==> config.mk <==
export PLATFORM = sky130hd
export DESIGN_NAME = button_event_gen
export DESIGN_NICKNAME = d
export VERILOG_FILES = /design/src/rtl/pong_input_pkg.sv /design/src/rtl/button_event_gen_cycle_timer.sv /design/src/rtl/button_event_gen.sv
export SDC_FILE = /design/constraint.sdc
export NUM_CORES = 1
export LEC_CHECK = 0
export ABC_AREA = 1
export CORE_MARGIN = 3
export CORE_UTILIZATION = 45
export DETAILED_ROUTE_END_ITERATION = 10
export GPL_ROUTABILITY_DRIVEN = 0
export PLACE_DENSITY = 0.66
export SLEW_MARGIN = 20
export SYNTH_ARGS = -nofsm -noshare
export SYNTH_HDL_FRONTEND = slang
export SYNTH_SLANG_ARGS = --single-unit
==> constraint.sdc <==
create_clock -name clock -period 2.1 [get_ports clock]
set_input_delay 0.42 -clock clock [delete_from_list [all_inputs] [get_ports clock]]
set_output_delay 0.42 -clock clock [all_outputs]
set_load 0.02 [all_outputs]
==> src/rtl/pong_input_pkg.sv <==
// Shared encodings for the Pong button input path.
// State codes are plain 2-bit constants so legacy consumers can compare them directly.
package pong_input_pkg;

  localparam logic [1:0] ST_LOCKOUT = 2'd0;
  localparam logic [1:0] ST_IDLE    = 2'd1;
  localparam logic [1:0] ST_HELD    = 2'd2;
  localparam logic [1:0] ST_LONG    = 2'd3;

  localparam int PRESS_COUNT_W = 8;

endpackage

==> src/rtl/button_event_gen_cycle_timer.sv <==
// cycle_timer: free-running up-counter with clear/enable and a terminal compare.
// done is a same-cycle pulse when an enabled count sits on terminal; the counter
// wraps itself to 0 on done so back-to-back periods need no extra clear.
module cycle_timer #(
  parameter int CNT_W = 16
) (
  input  logic             clock,
  input  logic             reset,
  input  logic             clear,
  input  logic             enable,
  input  logic [CNT_W-1:0] terminal,
  output logic             done
);

  logic [CNT_W-1:0] count;

  assign done = enable && !clear && (count == terminal);

  // Count while enabled; reset, clear or terminal hit returns to zero.
  always_ff @(posedge clock) begin
    if (reset || clear || done) count <= '0;
    else if (enable)            count <= count + 1'b1;
  end

endmodule

==> src/rtl/button_event_gen.sv <==
// button_event_gen: turns a debounced button level into one-cycle game events
// (press, release, long press, auto-repeat), a held level and a wrapping press count.
// All outputs are registered: an event shows up the cycle after the edge that saw its cause.
// Optional feature macro: BTN_AUTOREPEAT_EN (repeat pulses while in LONG; when undefined,
// LONG is terminal until release with the timer frozen and repeat_pulse tied low).
import pong_input_pkg::*;

module button_event_gen #(
  parameter int LONG_PRESS_CYCLES = 1000,
  parameter int REPEAT_CYCLES     = 200,
  parameter int CNT_W             = 16
) (
  input  logic       clock,
  input  logic       reset,
  input  logic       level,
  output logic       press,
  output logic       release_pulse,
  output logic       long_press,
  output logic       repeat_pulse,
  output logic       held,
  output logic [7:0] press_count
);

  localparam logic [CNT_W-1:0] LP_TERM = CNT_W'(LONG_PRESS_CYCLES - 1);
`ifdef BTN_AUTOREPEAT_EN
  localparam logic [CNT_W-1:0] RP_TERM = CNT_W'(REPEAT_CYCLES - 1);
`endif

  logic [1:0]       state, state_nxt;
  logic             tmr_clr, tmr_en, tmr_done;
  logic [CNT_W-1:0] tmr_term;
  logic             press_nxt, rel_nxt, long_nxt, rep_nxt;

  cycle_timer #(.CNT_W(CNT_W)) u_timer (
    .clock    (clock),
    .reset    (reset),
    .clear    (tmr_clr),
    .enable   (tmr_en),
    .terminal (tmr_term),
    .done     (tmr_done)
  );

  // Next-state and event decode; a falling level is checked first so release
  // always wins over a long-press or repeat due on the same cycle.
  always_comb begin
    state_nxt = state;
    tmr_clr   = 1'b0;
    tmr_en    = 1'b0;
    tmr_term  = LP_TERM;
    press_nxt = 1'b0;
    rel_nxt   = 1'b0;
    long_nxt  = 1'b0;
    rep_nxt   = 1'b0;
    case (state)
      ST_LOCKOUT: begin
        tmr_clr = 1'b1;
        if (!level) state_nxt = ST_IDLE;
      end
      ST_IDLE: begin
        tmr_clr = 1'b1;
        if (level) begin
          state_nxt = ST_HELD;
          press_nxt = 1'b1;
        end
      end
      ST_HELD: begin
        if (!level) begin
          state_nxt = ST_IDLE;
          rel_nxt   = 1'b1;
          tmr_clr   = 1'b1;
        end else begin
          tmr_en = 1'b1;
          if (tmr_done) begin
            state_nxt = ST_LONG;
            long_nxt  = 1'b1;
          end
        end
      end
      default: begin // ST_LONG
        if (!level) begin
          state_nxt = ST_IDLE;
          rel_nxt   = 1'b1;
          tmr_clr   = 1'b1;
        end else begin
`ifdef BTN_AUTOREPEAT_EN
          tmr_en   = 1'b1;
          tmr_term = RP_TERM;
          rep_nxt  = tmr_done;
`endif
        end
      end
    endcase
  end

  // State, registered event pulses, held level and press counter.
  always_ff @(posedge clock) begin
    if (reset) begin
      state         <= ST_LOCKOUT;
      press         <= 1'b0;
      release_pulse <= 1'b0;
      long_press    <= 1'b0;
      repeat_pulse  <= 1'b0;
      held          <= 1'b0;
      press_count   <= '0;
    end else begin
      state         <= state_nxt;
      press         <= press_nxt;
      release_pulse <= rel_nxt;
      long_press    <= long_nxt;
      repeat_pulse  <= rep_nxt;
      held          <= (state_nxt == ST_HELD) || (state_nxt == ST_LONG);
      if (press_nxt) press_count <= press_count + PRESS_COUNT_W'(1);
    end
  end

endmodule

==> results by group <==
Run status
  – Outcome: finished, final reports clean

Setup path
  – Slowest stage cell, crit path: clkdlybuf4s50_1
  – Crit path buffers/inverters: 1
  – Top delay family on crit path: buffers and inverters
  – Crit path depth: 1
  – Req. time, crit path: 1.68 ns
  – Crit path launch type: flip-flop
  – Critical path class: flip-flop to output port
  – CP cell instances: clkdlybuf4s50_1
  – Critical path arrival: 1.40 ns
  – Crit-path max FO: 6
  – R2R depth: 10
  – CP max stage delay: 0.64 ns
  – CP endpoint kind: output port

Synth
  – Top_reg_cell synth: dfxtp_1
  – Number of synthesis warnings: 0
  – Post-synthesis sequential area ratio: 0.396
  – Ys async rst share: 0
  – Post-synth EDFFs: 0
  – Synthesized Nets: 228
  – Post-synth top area share: 0.396
  – Area contributors post-synth: dfxtp_1 40%, nand2_1 13%, nor2_1 8.9%
  – Flops & latches, synth: 30
  – Synth area leader: dfxtp_1
  – Synth cell count leaders: 53 x nand2_1, 36 x nor2_1, 32 x inv_1, 30 x dfxtp_1, 14 x a21oi_1
  – Mapped Area: 0.00152 mm²
  – Post-synthesis cell type count: 24
  – Syn Area/Cell: 6.89 µm²
  – Most frequent cell after synthesis: nand2_1
  – Post-Synthesis Cells: 220

Layout
  – P&R area growth vs syn: 19.7%
  – Finished Cell Area: 0.00181 mm²
  – Share of cells above drive strength 1: 0.0779
  – Layout Nets: 251
  – Ant. Diodes: 0
  – Non-Filler Instances: 288

Drt
  – Detail Route Antenna Nets: 0
  – Via count: 1352
  – # DRC: 0
  – Drt total wl: 3.00 mm
  – Vias per cell: 4.69
  – WL/cell: 10.4 µm
  – Detailed Route Iter0 Violations: 125
  – DR pass1 iterations: 4

Clocking
  – CTS Hold Bufs: 0
  – Cts bufs inserted: 5
  – Worst-Skew Late Latency: 0.34 ns
  – CTS tree: done
  – Number of H-tree levels: 2
  – Post-CTS Setup Bufs: 0
  – CTS max path bufs: 2
  – PostCTS Resize Cnt: 0
  – Clock transition at the registers of the reported paths: 0.10 ns
  – CTS sink count: 30
  – Clk root buf: clkbuf_4

Place
  – Placed Instances: 280
  – # port buffers: 14
  – Place WS: 0.0926 ns
  – Area after DPL: 0.00173 mm²
  – Detailed Place HPWL: 2.21 mm

Die
  – Initial core utilization: 0.484
  – DIE WIDTH: 64.0 µm
  – Die Y-Extent: 64.0 µm
  – IO Count: 16
  – Die area: 0.00410 mm²
  – Rows: 20
  – Area of the core: 0.00313 mm²

STA
  – Setup TNS: 0 ns
  – Max Slew Vio Count: 0
  – Final setup vio count: 0
  – Minimum clock period: 1.82 ns
  – Fin. Hold Viols: 0
  – Crit share post-route: 0.868
  – Peak Freq: 548 MHz
  – RSZ-0062 raised after global routing: false
  – Setup Skew: 0.0126 ns
  – PnR worst setup slack: 0.276 ns

Global routing
  – Gr usage total: 0.168
  – Met1 usage: 0.224
  – Largest net degree at the start of global routing: 14
  – Met3 Resource Use GR: 0.0422
  – Number of global-route vias before repair: 1263
  – Met2 usage: 0.248
  – Most used routing layer: met2
  – First-pass GRT wire length: 5.39 mm
  – Initial antenna violation count: 0
  – GR Overflow Total: 0

Power and ir drop
  – Power per Cell Area: 596 mW/mm²
  – NetSw: 0.247 mW
  – VDD IR-drop max: 0.303 mV
  – Clk pwr share: 0.396
  – Comb pwr share: 0.067
  – Net Sw Frac: 0.229
  – Internal power: 0.834 mW
  – Seq pwr share: 0.537
  – Leak: 0.717 nW

Run
  – Number of max-cap violations: 0

Worst hold path
  – Hold/Removal Path Class: flip-flop to flip-flop
  – Hold path cells: 2
==> routing by layer <==
layer  share of wire  wire [µm]
met1            0.51       1530
met2            0.42       1260
met3           0.046        137
met4           0.022         65
met5               0          0
==> cell families after synthesis <==
| group | share of synthesized area |
|---|---|
| simple gates | 0.353 |
| compound gates | 0.0809 |
| buf+inv | 0.0917 |
| fa+ha+maj | 0.0413 |
| other cells | 0.00247 |
| xor+xnor | 0.0347 |
| flops | 0.396 |
==> worst reg2reg max path, stage by stage (launching register included) <==
cell	delay [ns]
dfxtp_1	0.35
inv_1	0.09
ha_1	0.28
nand2_4	0.13
nor2_4	0.20
nand2_2	0.10
nor2_1	0.18
nand2_1	0.07
nand2_1	0.06
inv_1	0.03
nor2_1	0.11
==> final timing paths <==
path | start | endpoint | slack (ns)
min reg2reg | u_timer.count[1] | u_timer.count[1] | 0.49
max | press_count[3] | press_count[3] | 0.28
max reg2reg | state[0] | u_timer.count[15] | 0.43
min | u_timer.count[1] | u_timer.count[1] | 0.49
==> through the flow <==
stage | hold slack [ns] | power, mW | util
2_1_floorplan | 0.458 | 0.638 | -
3_3_place_gp | 0.474 | 0.666 | 0.554
3_5_place_dp | 0.476 | 0.666 | 0.554
4_1_cts | 0.491 | 1.09 | 0.580
5_1_grt | 0.530 | 1.13 | 0.580
6_report | 0.492 | 1.08 | 0.580
==> power by group through the flow <==
| stage | combinational (mW) | sequential [mW] | clock (mW) |
|---|---|---|---|
| CTS | 0.0734 | 0.580 | 0.438 |
| detailed placement | 0.0728 | 0.594 | 0 |
| floorplan | 0.0401 | 0.598 | 0 |
| finish | 0.0728 | 0.580 | 0.428 |
| global route | 0.0839 | 0.581 | 0.461 |
| global placement | 0.0723 | 0.594 | 0 |
==> final cells by class <==
type | instances | area (µm²)
clock buffers | 8 | 78.8
repair buffers | 18 | 183
multi-input cells | 156 | 776
flip-flops and latches | 30 | 601
well taps | 44 | 55.1
fillers | 311 | 1320
inverters | 32 | 120
==> sequential cells by signal, indices dropped and copies added (netlist names) <==
register and count:
press_count 8, held 1, state 2, long_press 1
release_pulse 1, u_timer.count 16, press 1
==> layout by cell type, fill, tap and decap left out, types with 6 or more instances in the layout <==
cell,instances
nand4_1,6
nand2_1,53
o21ai_0,9
clkdlybuf4s50_1,14
nand3_1,12
nor2_1,36
inv_1,32
dfxtp_1,30
a21oi_1,14
No activity file was read; power rests on OpenSTA's default activity.
